File: config.mk
export PLATFORM = sky130hd
export DESIGN_NAME = ysyx_23060072_fetch_ctrl
export DESIGN_NICKNAME = d
export VERILOG_FILES = /design/src/rtl/ysyx_23060072_fetch_ctrl.sv
export SDC_FILE = /design/constraint.sdc
export NUM_CORES = 1
export LEC_CHECK = 0
export CAP_MARGIN = 20
export CORE_UTILIZATION = 30
export DETAILED_ROUTE_END_ITERATION = 16
export PLACE_DENSITY = 0.56
export SETUP_SLACK_MARGIN = 0.1
export SLEW_MARGIN = 10
export SYNTH_ARGS = -nofsm -noshare
export SYNTH_HDL_FRONTEND = slang
export SYNTH_SLANG_ARGS = --single-unit
File: constraint.sdc
create_clock -name clk -period 5.1 [get_ports clk]
set_input_delay 0.765 -clock clk [delete_from_list [all_inputs] [get_ports clk]]
set_output_delay 0.765 -clock clk [all_outputs]
set_load 0.02 [all_outputs]
File: src/rtl/ysyx_23060072_fetch_ctrl.sv
// Purpose : single-cycle instruction fetch with an IF/ID pipeline register,
//           redirect handling and an optional static JAL predictor.
// Latency : fetch address out and ROM word back in the same cycle, captured at
//           the next edge; redirect at edge N gives a valid target after N+1.
// Backpr. : the IF/ID register and pc_q hold while id_valid_o && !id_ready_i.
//           redirect_i overrides a stall.
//
// Optional feature: define YSYX_23060072_FETCH_JAL_PRED_EN to predict every
// JAL as taken. Without it, fetch is strictly sequential and
// id_pred_taken_o is 0.
//
// Ports:
//   clk, rst              clock and asynchronous active-high reset
//   ifu_addr_o            ROM word index, (pc_q - RESET_PC) >> 2
//   ifu_rdata_i           ROM word for ifu_addr_o, same cycle
//   redirect_i            EX-stage redirect request
//   redirect_pc_i         redirect target; the low two bits are ignored
//   id_ready_i            ID can take the IF/ID contents this cycle
//   id_valid_o            IF/ID holds a valid instruction
//   id_pc_o               byte PC of the instruction in IF/ID
//   id_inst_o             instruction word in IF/ID
//   id_pred_taken_o       fetch after this instruction followed a predicted JAL
//   fetch_cnt_o           number of instructions ID has consumed
module ysyx_23060072_fetch_ctrl #(
  parameter logic [31:0] RESET_PC = 32'h8000_0000
) (
  input  logic        clk,
  input  logic        rst,
  output logic [31:0] ifu_addr_o,
  input  logic [31:0] ifu_rdata_i,
  input  logic        redirect_i,
  input  logic [31:0] redirect_pc_i,
  input  logic        id_ready_i,
  output logic        id_valid_o,
  output logic [31:0] id_pc_o,
  output logic [31:0] id_inst_o,
  output logic        id_pred_taken_o,
  output logic [31:0] fetch_cnt_o
);

  localparam logic [31:0] NOP = 32'h0000_0013;

  logic [31:0] pc_q,    pc_d;
  logic        valid_q, valid_d;
  logic [31:0] idpc_q,  idpc_d;
  logic [31:0] inst_q,  inst_d;
  logic        pred_q,  pred_d;
  logic [31:0] cnt_q,   cnt_d;

  logic        accept;
  logic [31:0] next_pc;
  logic        pred_next;

  // The ROM index depends on pc_q alone, which keeps id_ready_i and
  // redirect_i off the address path.
  assign ifu_addr_o = (pc_q - RESET_PC) >> 2;

  assign accept = !valid_q || id_ready_i;

`ifdef YSYX_23060072_FETCH_JAL_PRED_EN
  logic        is_jal;
  logic [20:0] jimm;

  assign is_jal    = (ifu_rdata_i[6:0] == 7'b1101111);
  assign jimm      = {ifu_rdata_i[31], ifu_rdata_i[19:12], ifu_rdata_i[20],
                      ifu_rdata_i[30:21], 1'b0};
  assign next_pc   = is_jal ? (pc_q + {{11{jimm[20]}}, jimm}) : (pc_q + 32'd4);
  assign pred_next = is_jal;
`else
  assign next_pc   = pc_q + 32'd4;
  assign pred_next = 1'b0;
`endif

  always_comb begin
    pc_d    = pc_q;
    valid_d = valid_q;
    idpc_d  = idpc_q;
    inst_d  = inst_q;
    pred_d  = pred_q;
    cnt_d   = cnt_q;

    // ID consumes the instruction whenever it is valid and ready, even in a
    // redirect cycle, so the count does not look at redirect_i.
    if (valid_q && id_ready_i) begin
      cnt_d = cnt_q + 32'd1;
    end

    if (redirect_i) begin
      pc_d    = {redirect_pc_i[31:2], 2'b00};
      valid_d = 1'b0;
      inst_d  = NOP;
      pred_d  = 1'b0;
    end else if (accept) begin
      pc_d    = next_pc;
      valid_d = 1'b1;
      idpc_d  = pc_q;
      inst_d  = ifu_rdata_i;
      pred_d  = pred_next;
    end
  end

  always_ff @(posedge clk or posedge rst) begin
    if (rst) begin
      pc_q    <= RESET_PC;
      valid_q <= 1'b0;
      idpc_q  <= 32'h0;
      inst_q  <= NOP;
      pred_q  <= 1'b0;
      cnt_q   <= 32'h0;
    end else begin
      pc_q    <= pc_d;
      valid_q <= valid_d;
      idpc_q  <= idpc_d;
      inst_q  <= inst_d;
      pred_q  <= pred_d;
      cnt_q   <= cnt_d;
    end
  end

  assign id_valid_o      = valid_q;
  assign id_pc_o         = idpc_q;
  assign id_inst_o       = inst_q;
  assign id_pred_taken_o = pred_q;
  assign fetch_cnt_o     = cnt_q;

endmodule

==> impl_metrics.csv <==
group,metric,value,unit
pwr,power_density,357,nW/um^2
grt,antenna_found_initial,0,
route,drtPass1Iterations,5,
timing,final.min_clock_period,2630,ps
synth,netlist_area,5740,sq um
route,wl_per_cell,15.4,um
critical_path,slowest_delay,770,ps
synth,ys_seq_area_frac,0.546,
critical_path,rr_startpoint,"pc_q[2]",
synth,syn_inst,550,
synth,synth_flop_cell,"dfrtp_1",
timing,setup_viol,0,
place,post-dp-hpwl,10400,um
synth,yosys-top-cells-count,"dfrtp_1 (121), nand2_1 (115), buf_4 (35)",
critical_path,slowest_stage,"nor3_2",
route,drc_errors,0,
grt,grt_pass1_wl,24100,um
route,vias,4437,
floorplan,die_y,140,um
synth,yosysTopAreaCell,"dfrtp_1",
route,wirelength,14700,um
critical_path,crit_path_max_fanout,11,
timing,fin_worst_skew,13.5,ps
floorplan,core_area,18700,sq um
worst_hold_path,holdCritStartpoint,"fetch_cnt_o[31]",
clock_tree,post-cts-setup-buffers,0,
timing,report.final.slew_viol_count,0,
layout,fillers,1774,
floorplan,die_x,140,um
pwr,p_leak,3.44,nW
floorplan,initial_utilization,0.307,
clock_tree,cts-root-buf,"clkbuf_16",
clock_tree,cts_buffers,17,
synth,yosys_warnings,0,
critical_path,critPathLaunchType,"primary input",
place,place_congestion,0.796,
grt,grt_util_all_layers,0.157,
grt,grt_max_degree,93,
route,viasPerCell,4.64,
flow_run,drv_cap,0,
timing,worst_slew_pin_slew,956,ps
critical_path,cp_top_family,"simple AND/OR/NAND/NOR gates",
timing,timing.setup.tns,0,ps
synth,synth_edf_count,0,
route,drt_iter0_markers,169,
clock_tree,clock_latency,410,ps
place,portBuffers,190,
critical_path,critPathKind,"in2reg",
critical_path,worst-path-buf-inv,1,
timing,rsz0062_at_grt,"no",
timing,finalCritPeriodShare,0.516,
outcome,status,"completed",
clock_tree,htree_levels,4,
clock_tree,path_clk_slew,60,ps
clock_tree,cts_hold_buf,0,
timing,hold_viol_final,0,
grt,grt_pass1_vias,4590,
synth,yosysMostFrequentCell,"dfrtp_1",
layout,antenna_cells,0,
layout,fin_util,0.438,
timing,max_freq,0.380,GHz
synth,synth.top_cells.by_area,"dfrtp_1 (53%), nand2_1 (7.5%), mux2_2 (6.3%), xor2_1 (4.7%), buf_4 (4.6%)",
floorplan,rows,50,
clock_tree,post_cts_resized,0,
clock_tree,cts_tree,"yes",
critical_path,endpoint_kind,"register",
route,ant_nets,0,
layout,final_nets,779,
synth,avgSynthCellArea,10.4,sq um
timing,worst_slew_margin_rel,0.361,
synth,ys_ff_latch,125,
floorplan,dieArea,19700,sq um
layout,drive_above_1_share,0.118,
critical_path,critical_path_arrival,2930,ps
critical_path,crit_path_start,"id_ready_i",
synth,synth.top_cell.area_share,0.527,
layout,area_growth,42.8,%
clock_tree,numClockSinks,125,
pwr,total_power,2.93,mW
pwr,ir_worst_vdd,0.226,mV
worst_hold_path,hold_class,"reg2reg",
critical_path,cp.required,5400,ps
clock_tree,clk_path_buf_depth,2,
synth,synthArstFlopShare,1.00,
grt,globalRouteOverflowTotal,0,
floorplan,io_pins,198,
critical_path,cp_cell_sequence,"clkdlybuf4s50_1 > nor2b_4 > nor3_2 > nand3_2 > o211a_1 > a211o_1",
synth,ys_types,41,
-- report_power, final --
| group | switching (mW) | leakage (nW) | internal [mW] | total (mW) |
|---|---|---|---|---|
| combinational | 0.289 | 1.60 | 0.302 | 0.590 |
| clock | 0.459 | 0.269 | 0.684 | 1.14 |
| sequential | 0.0998 | 1.57 | 1.10 | 1.20 |
-- flip-flops by register name, summed over array words and instances, names as in the netlist --
signal,cells
id_inst_o,32
id_pc_o,30
id_valid_o,1
fetch_cnt_o,32
pc_q,30
-- worst paths after layout --
kind | to | slack (ps) | cells past startpoint
max | pc_q[26] | 2470 | 6
min | fetch_cnt_o[31] | 480 | 1
max reg2reg | pc_q[26] | 2720 | 6
min in group asynchronous | id_inst_o[21] | 910 | 2
max in group asynchronous | fetch_cnt_o[4] | 3210 | 3
min reg2reg | fetch_cnt_o[31] | 480 | 1
-- logic make-up after synthesis --
kind of cell	after synthesis	share of synthesized area
compound gates	60	0.0541
mux	33	0.0645
flops	125	0.546
simple gates	205	0.175
buf+inv	66	0.0676
other cells	1	0.000653
fa+ha+maj	2	0.00436
xor+xnor	58	0.0885
-- routing by layer --
| metal | vias to the layer above | global-route usage | wire, um |
|---|---|---|---|
| met1 | 2137 | 0.198 | 6630 |
| met4 | 0 | 0.0486 | 151 |
| met3 | 11 | 0.0489 | 801 |
| met2 | 146 | 0.257 | 7160 |
| met5 | - | 0 | 0 |
| li1 | 2143 | - | - |
-- worst reg2reg max path, stage by stage, from the launching register on --
cell	delay [ps]
dfrtp_1	490
ha_1	250
nand3_1	100
nor3_2	720
nand3_2	200
o211a_1	250
a211o_1	270
-- placed cells by master (no fill, tap or decap), types with 17 or more instances in the layout --
cell,instances
a21oi_1,29
mux2_2,32
nand2_1,115
nand4_1,24
xnor2_1,27
clkbuf_16,17
xor2_1,31
nand3_1,18
dfrtp_1,121
clkdlybuf4s50_1,189
-- final cells by class --
| class | count | area (sq um) | area share |
|---|---|---|---|
| Sequential cell | 125 | 3130 | 0.382 |
| Multi-Input combinational cell | 363 | 2250 | 0.274 |
| Timing Repair Buffer | 194 | 1930 | 0.235 |
| Clock buffer | 19 | 443 | 0.0540 |
| Tap cell | 234 | 293 | 0.0357 |
| Clock inverter | 13 | 116 | 0.0142 |
| Inverter | 8 | 35.0 | 0.00427 |
-- through the flow --
stage	area [sq um]	worst slack, ps	std cells	hold WS [ps]
3_3_place_gp	7640	2040	924	459
2_1_floorplan	5760	1010	554	495
3_5_place_dp	7640	2000	924	466
5_1_grt	8200	2310	956	495
6_report	8200	2470	956	477
4_1_cts	8200	2450	956	478
Note: power is estimated with default switching activity, not from simulation.
